<file path="src/rtl/dmem_pkg.sv">
// Shared types and defaults for the data-memory arbiter and its helpers.
package dmem_pkg;

    localparam int DMEM_ADDR_W = 10;
    localparam int DMEM_DATA_W = 32;

    // Which requester owns the read whose data returns next cycle.
    typedef enum logic [1:0] {
        OWN_NONE = 2'd0,
        OWN_CPU  = 2'd1,
        OWN_DMA  = 2'd2
    } owner_e;

    // Byte address to word address; the low two bits and anything above the
    // memory depth are dropped, so addresses wrap modulo the memory size.
    function automatic logic [DMEM_ADDR_W-1:0] byte_to_word(input logic [31:0] addr);
        return addr[DMEM_ADDR_W+1:2];
    endfunction

endpackage

</file>
<file path="src/rtl/dmem_starve_ctr.sv">
// Counts consecutive denied cycles of a low-priority requester and forces it
// to win once the count reaches MAX_WAIT.
module dmem_starve_ctr #(
    parameter int MAX_WAIT = 4
) (
    input  logic clk,
    input  logic rst,
    input  logic dma_req,
    input  logic dma_gnt,
    output logic force_dma
);

    logic [3:0] cnt_q;
    logic [3:0] cnt_d;

    assign force_dma = (cnt_q == 4'(MAX_WAIT));

    // Next count: clear on grant or idle, otherwise count up and saturate.
    always_comb begin
        cnt_d = cnt_q;
        if (!dma_req || dma_gnt) begin
            cnt_d = 4'd0;
        end else if (cnt_q != 4'(MAX_WAIT)) begin
            cnt_d = cnt_q + 4'd1;
        end
    end

    // Counter register, cleared asynchronously by the active-low reset.
    always_ff @(posedge clk or negedge rst) begin
        if (!rst) begin
            cnt_q <= 4'd0;
        end else begin
            cnt_q <= cnt_d;
        end
    end

endmodule

</file>
<file path="src/rtl/dmem_arbiter.sv">
// Shares one single-port synchronous data memory between the CPU memory
// stage (priority) and a DMA port, and routes read data back to its owner.
module dmem_arbiter
    import dmem_pkg::*;
#(
    parameter int ADDR_W   = DMEM_ADDR_W,
    parameter int DATA_W   = DMEM_DATA_W,
    parameter int MAX_WAIT = 4
) (
    input  logic              clk,
    input  logic              rst,
    input  logic              cpu_req,
    input  logic              cpu_we,
    input  logic [31:0]       cpu_addr,
    input  logic [DATA_W-1:0] cpu_wdata,
    output logic              cpu_stall,
    output logic              cpu_rvalid,
    output logic [DATA_W-1:0] cpu_rdata,
    input  logic              dma_req,
    input  logic              dma_we,
    input  logic [31:0]       dma_addr,
    input  logic [DATA_W-1:0] dma_wdata,
    output logic              dma_gnt,
    output logic              dma_rvalid,
    output logic [DATA_W-1:0] dma_rdata,
    output logic              mem_en,
    output logic              mem_we,
    output logic [ADDR_W-1:0] mem_addr,
    output logic [DATA_W-1:0] mem_wdata,
    input  logic [DATA_W-1:0] mem_rdata
);

    logic              force_dma;
    logic              gnt_cpu;
    logic              gnt_dma;
    logic [ADDR_W-1:0] cpu_word;
    logic [ADDR_W-1:0] dma_word;
    owner_e            owner_q;
    owner_e            owner_d;

    // Only the word-address bits reach the memory; the rest are don't-care.
    logic unused_addr_bits;
    assign unused_addr_bits = ^{cpu_addr[31:ADDR_W+2], cpu_addr[1:0],
                                dma_addr[31:ADDR_W+2], dma_addr[1:0]};

    generate
        if (ADDR_W == DMEM_ADDR_W) begin : g_pkg_map
            assign cpu_word = byte_to_word(cpu_addr);
            assign dma_word = byte_to_word(dma_addr);
        end else begin : g_param_map
            assign cpu_word = cpu_addr[ADDR_W+1:2];
            assign dma_word = dma_addr[ADDR_W+1:2];
        end
    endgenerate

    dmem_starve_ctr #(
        .MAX_WAIT (MAX_WAIT)
    ) u_starve_ctr (
        .clk       (clk),
        .rst       (rst),
        .dma_req   (dma_req),
        .dma_gnt   (gnt_dma),
        .force_dma (force_dma)
    );

    // Same-cycle grant: CPU wins unless a starving DMA is being forced in.
    // Nothing is granted while reset is held, so the memory stays quiet.
    always_comb begin
        gnt_cpu = rst & cpu_req & ~(force_dma & dma_req);
        gnt_dma = rst & dma_req & ~gnt_cpu;
    end

    assign cpu_stall = rst & cpu_req & ~gnt_cpu;
    assign dma_gnt   = gnt_dma;
    assign mem_en    = gnt_cpu | gnt_dma;

    // Memory command mux from the winning requester; zeros when idle.
    always_comb begin
        mem_we    = 1'b0;
        mem_addr  = '0;
        mem_wdata = '0;
        if (gnt_cpu) begin
            mem_we    = cpu_we;
            mem_addr  = cpu_word;
            mem_wdata = cpu_wdata;
        end else if (gnt_dma) begin
            mem_we    = dma_we;
            mem_addr  = dma_word;
            mem_wdata = dma_wdata;
        end
    end

    // Remember who issued this cycle's read so next cycle's data goes there.
    always_comb begin
        owner_d = OWN_NONE;
        if (gnt_cpu && !cpu_we) begin
            owner_d = OWN_CPU;
        end else if (gnt_dma && !dma_we) begin
            owner_d = OWN_DMA;
        end
    end

    // Read-owner register; reset drops any read still in flight.
    always_ff @(posedge clk or negedge rst) begin
        if (!rst) begin
            owner_q <= OWN_NONE;
        end else begin
            owner_q <= owner_d;
        end
    end

    assign cpu_rvalid = (owner_q == OWN_CPU);
    assign dma_rvalid = (owner_q == OWN_DMA);
    assign cpu_rdata  = cpu_rvalid ? mem_rdata : '0;
    assign dma_rdata  = dma_rvalid ? mem_rdata : '0;

endmodule
</file>
<file path="config.mk">
export PLATFORM = sky130hd
export DESIGN_NAME = dmem_arbiter
export DESIGN_NICKNAME = d
export VERILOG_FILES = /design/src/rtl/dmem_pkg.sv /design/src/rtl/dmem_starve_ctr.sv /design/src/rtl/dmem_arbiter.sv
export SDC_FILE = /design/constraint.sdc
export NUM_CORES = 1
export LEC_CHECK = 0
export BUFFER_PORTS_ARGS = -buffer_cell sky130_fd_sc_hd__clkbuf_2
export CAP_MARGIN = 20
export CORE_AREA = 5 5 104 106
export CTS_CLUSTER_SIZE = 16
export DETAILED_ROUTE_END_ITERATION = 6
export DIE_AREA = 0 0 109 111
export PLACE_DENSITY = 0.64
export SLEW_MARGIN = 30
export SYNTH_ARGS = -nofsm -noshare
export SYNTH_HDL_FRONTEND = slang
export SYNTH_HIERARCHICAL = 1
export SYNTH_SLANG_ARGS = --single-unit
</file>
<file path="constraint.sdc">
create_clock -name clk -period 2.8 [get_ports clk]
set_input_delay 0.56 -clock clk [delete_from_list [all_inputs] [get_ports clk]]
set_output_delay 0.56 -clock clk [all_outputs]
set_load 0.1 [all_outputs]
</file>
After elaboration in Yosys (flattened, before gate mapping):

Cells that the tools add are included.

* register bits after elaboration: 6
* bits of input ports: 166
* output and inout port bits: 112
* word-level logic and storage cells: 35

* add/subtract/negate cells: 1
* equality and inequality tests: 4
* mux-type cells: 12
* bitwise logic cells: 9
* reduce and logical (&&, ||, !) cells: 7

Operators with widths (count)
* $mux W32: 4
* $mux W10: 2
* $mux W4: 2
* $and A1 B1 Y1: 6
* $add A4 B1 Y4 const B: 1
* $eq A4 B3 Y1 const B: 1
* $mux W2: 2
* $ne A4 B3 Y1 const B: 1
* $logic_not A1 Y1: 3
* $eq A2 B1 Y1 const B: 1
* $eq A2 B2 Y1 const B: 1
* $logic_and A1 B1 Y1: 2
* $mux W1: 2
* $not A1 Y1: 2
* $reduce_bool A2 Y1: 1
* $logic_or A1 B1 Y1: 1
* $or A1 B1 Y1: 1

Depth between registers and ports, before layout:

* depth after elaboration: 9
* mapped depth: 10
* mapped depth without buffers: 8

By module:

Netlist, hierarchy kept.

Modules (own cells, without submodules)
* dmem_arbiter: instances 1, cells an instance 237, area an instance 1785.5 um^2, seq. area each 50.0 um^2
* dmem_starve_ctr: instances 1, cells an instance 20, area an instance 217.7 um^2, seq. area each 100.1 um^2

Worst setup path before layout:

No wires, ideal clock.

* kind: reg2out
* from: register u_starve_ctr.cnt_q[0]
* to: output mem_addr[9]
* data arrival time: 3.383 ns
* required time: 2.240 ns
* slack: -1.143 ns
* cell stages (with the launch flop): 8
* buffers on the path: 1
* path through: dfrtp_1 inv_1 ha_1 nand3b_2 clkinv_1 nor2b_4 buf_12 o32ai_1

* longest elaborated chain between the ends: 8

RTL lines
* from (decl): RTL line dmem_starve_ctr.sv:13 `logic [3:0] cnt_q;`
* from (signal assigned): RTL line dmem_starve_ctr.sv:33 `cnt_q <= cnt_d;`
* $eq A4 B3 Y1 *: RTL line dmem_starve_ctr.sv:16 `assign force_dma = (cnt_q == 4'(MAX_WAIT));`
* via force_dma: RTL line dmem_arbiter.sv:33 `logic force_dma;`
* $and A1 B1 Y1 *: RTL line dmem_arbiter.sv:69 `gnt_cpu = rst & cpu_req & ~(force_dma & dma_req);`
* $not A1 Y1 *: RTL line dmem_arbiter.sv:69
* $and A1 B1 Y1 *: RTL line dmem_arbiter.sv:69
* $not A1 Y1: RTL line dmem_arbiter.sv:70 `gnt_dma = rst & dma_req & ~gnt_cpu;`
* $and A1 B1 Y1: RTL line dmem_arbiter.sv:70
* $mux W10: RTL line dmem_arbiter.sv:86 `end else if (gnt_dma) begin`
* $mux W10 *: RTL line dmem_arbiter.sv:82 `if (gnt_cpu) begin`
* to (decl): RTL line dmem_arbiter.sv:28 `output logic [ADDR_W-1:0] mem_addr,`

The timed path passes the listed nets; every way through them passes the cells marked *.

Worst setup path after layout:

* from: register u_starve_ctr.cnt_q[0]
* to: output mem_wdata[13]

* longest elaborated chain between the ends: 8

RTL lines
* $eq A4 B3 Y1 *: RTL line dmem_starve_ctr.sv:16
* via force_dma: RTL line dmem_arbiter.sv:33
* $and A1 B1 Y1 *: RTL line dmem_arbiter.sv:69
* $not A1 Y1 *: RTL line dmem_arbiter.sv:69
* $and A1 B1 Y1 *: RTL line dmem_arbiter.sv:69
* $not A1 Y1: RTL line dmem_arbiter.sv:70
* $and A1 B1 Y1: RTL line dmem_arbiter.sv:70
* $mux W32: RTL line dmem_arbiter.sv:86
* $mux W32 *: RTL line dmem_arbiter.sv:82
* to (decl): RTL line dmem_arbiter.sv:29 `output logic [DATA_W-1:0] mem_wdata,`

Marks and branches as above.

==> reports/qor.yml <==
place_ws_ns: 0.2605
stdcell_area_um2: 4472
swShare_pct: 58.55
track_usage_pct: 14.17
drtIter0Drc: 103
synth_top_area_share_pct: 32.48
clock_path_buffers: 2
path_clk_slew_ns: 0.03
core_area_um2: 9684
setup_viol: 0
maxCapViolCount: 0
slew_violations: 0
critPathBufInv: 4
nNetsFinal: 641
syn2layout_area_growth_pct: 123.2
cts-buffers-inserted: 3
hold_class: "in2async"
cts_tree: "yes"
drc_errors: 0
finalClockSkew_ns: 0.004060
antenna_left: 0
tns_ns: 0
h-tree-depth: 1
stdcell_count: 604
cp-end-kind: "output port"
numClockSinks: 6
critPathArrivalTime_ns: 2.11
max_slew_margin_pct: 58.67
crit_type: "reg2out"
port_buffers: 233
place_inst: 601
fmax_mhz: 374.4
register_area_um2: 150.1
peakVddDrop_uv: 161.7
syn-num-nets: 425
wl_per_cell_um: 15.37
yosysTopAreaCell: "o32ai_2"
worst_ep_required_time_ns: 2.24
timing.final.ws_setup_ns: 0.1287
leakage_nw: 2.057
die_x_um: 109
num_antenna_cells: 0
pin_count: 278
synth_seq_cells: 6
grt_pass1_wl_um: 14020
p_per_area_nw_per_um2: 302.5
place_congestion: 0.7952
yosysWarnings: 6
slowest_delay_ns: 0.40
cpMaxStageDelayCell: "dfrtp_1"
place_area_um2: 4378
seqPwrFrac_pct: 7.6
hpwl_um: 8157
status: "finished clean"
fin_crit_sh_pct: 95.40
initial_core_util_pct: 20.68
multi_input_area_um2: 1654
clk_latency_ns: 0.22
post_synth_instance_area_um2: 2003
p_total_w: 0.001353
rsz0062_at_grt: "no"
critical_path.startpoint: "u_starve_ctr/cnt_q[0]"
yosys-top-cells-area: "o32ai_2 (32%), and2_1 (20%), nand2_1 (16%)"
drt-total-wl_um: 9283
hold_viol: 0
vias: 2702
avgSynthCellArea_um2: 7.794
tightest_slew_ns: 0.6191
holdBufCountCts: 0
nFillCells: 903
combPwrFrac_pct: 83.0
ys_seq_area_share_pct: 7.495
fp-row-count: 36
synth_cell_types: 30
critPathTopFamily: "buffers and inverters"
reg2reg_from: "u_starve_ctr/cnt_q[0]"
intPower_w: 0.0005607
syn_inst: 257
crit_path_max_fanout: 29
power_switching_w: 0.0007920
clockPowerShare_pct: 9.3
globalRouteOverflowTotal: 0
post-cts-setup-buffers: 0
antenna_found_initial: 1
die_h_um: 111
vias_per_cell: 4.474
drt_pass1_iterations: 4
die-area_um2: 12100
crit_chain: "inv_1, ha_1, nand3b_2, clkinvlp_4, a21bo_2, buf_6, o32ai_2, buf_12"
grt_pass1_vias: 2793
root_buffer: "clkbuf_8"
grt_max_degree: 96
critPathLaunchType: "register"
drive_gt1_share_pct: 62.63
period_needed_ns: 2.671
[power by group through the flow]
| stage | registers (W) | clock network [W] | logic [W] |
|---|---|---|---|
| 6_report | 0.000103 | 0.000126 | 0.00112 |
| 5_1_grt | 0.000105 | 0.000137 | 0.00117 |
| 4_1_cts | 0.000103 | 0.000129 | 0.00112 |
| 3_5_place_dp | 0.000104 | 0 | 0.00112 |
| 3_3_place_gp | 0.000103 | 0 | 0.00110 |
| 2_1_floorplan | 0.000102 | 0 | 0.000759 |
[layout make-up]
type                       instances  share of cell area [%]
timing repair buffer             241                   54.59
multi-input combinational        217                   36.99
tap                              133                   3.721
sequential                         6                   3.358
clock buffer                       3                  0.9233
inverter                           4                  0.4197
[kinds of logic (layout without fill, tap and decap cells)]
kind of cell | after synthesis | in the layout | synth area share (%)
xor gates and xnor gates | 3 | 3 | 1.312
DFF | 6 | 6 | 7.495
and+or+nand+nor | 165 | 165 | 41.10
adders and majority gates | 2 | 2 | 1.249
buffers and inverters | 34 | 248 | 13.43
muxes | 1 | 1 | 0.4997
AOI/OAI and AO/OA | 46 | 46 | 34.92
[per-layer routing]
metal	part of all wire (%)	global-route usage (%)	vias up
met5	0.075	0	-
met4	1.3	2.946	2
met2	52	27.52	173
li1	-	-	1308
met1	34	14.66	1209
met3	13	3.960	10
[sequential cells by signal, summed over array words and instances, names as in the netlist]
register,count
owner_q,2
u_starve_ctr/cnt_q,4
[cell usage in the layout, fill, tap and decap left out, types with 2 or more instances in the layout]
| cell | n |
|---|---|
| nor2_1 | 3 |
| nand2_1 | 88 |
| buf_12 | 81 |
| o32ai_2 | 39 |
| inv_1 | 2 |
| buf_4 | 5 |
| clkbuf_8 | 3 |
| dfrtp_1 | 6 |
| o32ai_4 | 4 |
| ha_1 | 2 |
| xnor2_1 | 2 |
| and2_1 | 64 |
| clkbuf_2 | 154 |
[cells in the mapped netlist]
| cell | instances |
|---|---|
| nor3_1 | 1 |
| xor2_1 | 1 |
| o32ai_1 | 3 |
| ha_1 | 2 |
| and2b_1 | 1 |
| nand2_1 | 88 |
| buf_4 | 2 |
| buf_2 | 12 |
| nor3_2 | 1 |
| nand3_1 | 1 |
| nand2b_1 | 1 |
| nand3b_2 | 1 |
| and2_1 | 64 |
| nor3b_2 | 1 |
| xnor2_1 | 2 |
| buf_6 | 5 |
| buf_12 | 5 |
| a21bo_2 | 1 |
| nor2_1 | 4 |
| nor2b_1 | 1 |
| inv_1 | 2 |
| nor2b_4 | 1 |
| o32ai_2 | 40 |
| inv_2 | 1 |
| a21oi_1 | 1 |
| dfrtp_1 | 6 |
| clkinv_1 | 1 |
| mux2i_1 | 1 |
| o21a_1 | 1 |
| clkbuf_1 | 6 |
[stage by stage]
| step | hold slack [ns] | utilization [%] |
|---|---|---|
| finish | 0.3639 | 46.18 |
| global route | 0.3948 | 46.18 |
| CTS | 0.3750 | 45.63 |
| detailed placement | 0.5936 | 45.21 |
| global placement | 0.5583 | 45.21 |
| floorplan | 0.2644 | - |
[repair_timing]
item,4_1_cts,5_1_grt
resized for setup,0,6
endpoints found under the setup margin,0,29
hold endpoints to repair,0,0
[final timing paths]
kind	to	cells after the start	slack, ns
min	u_starve_ctr/cnt_q[2]	2	0.36
min reg2reg	u_starve_ctr/cnt_q[3]	2	0.61
max	mem_wdata[13]	8	0.13
max in group asynchronous	owner_q[0]	2	2.18
min in group clk	owner_q[1]	2	0.52
max reg2reg	u_starve_ctr/cnt_q[1]	9	0.81
No activity file was read; power rests on OpenSTA's default activity.
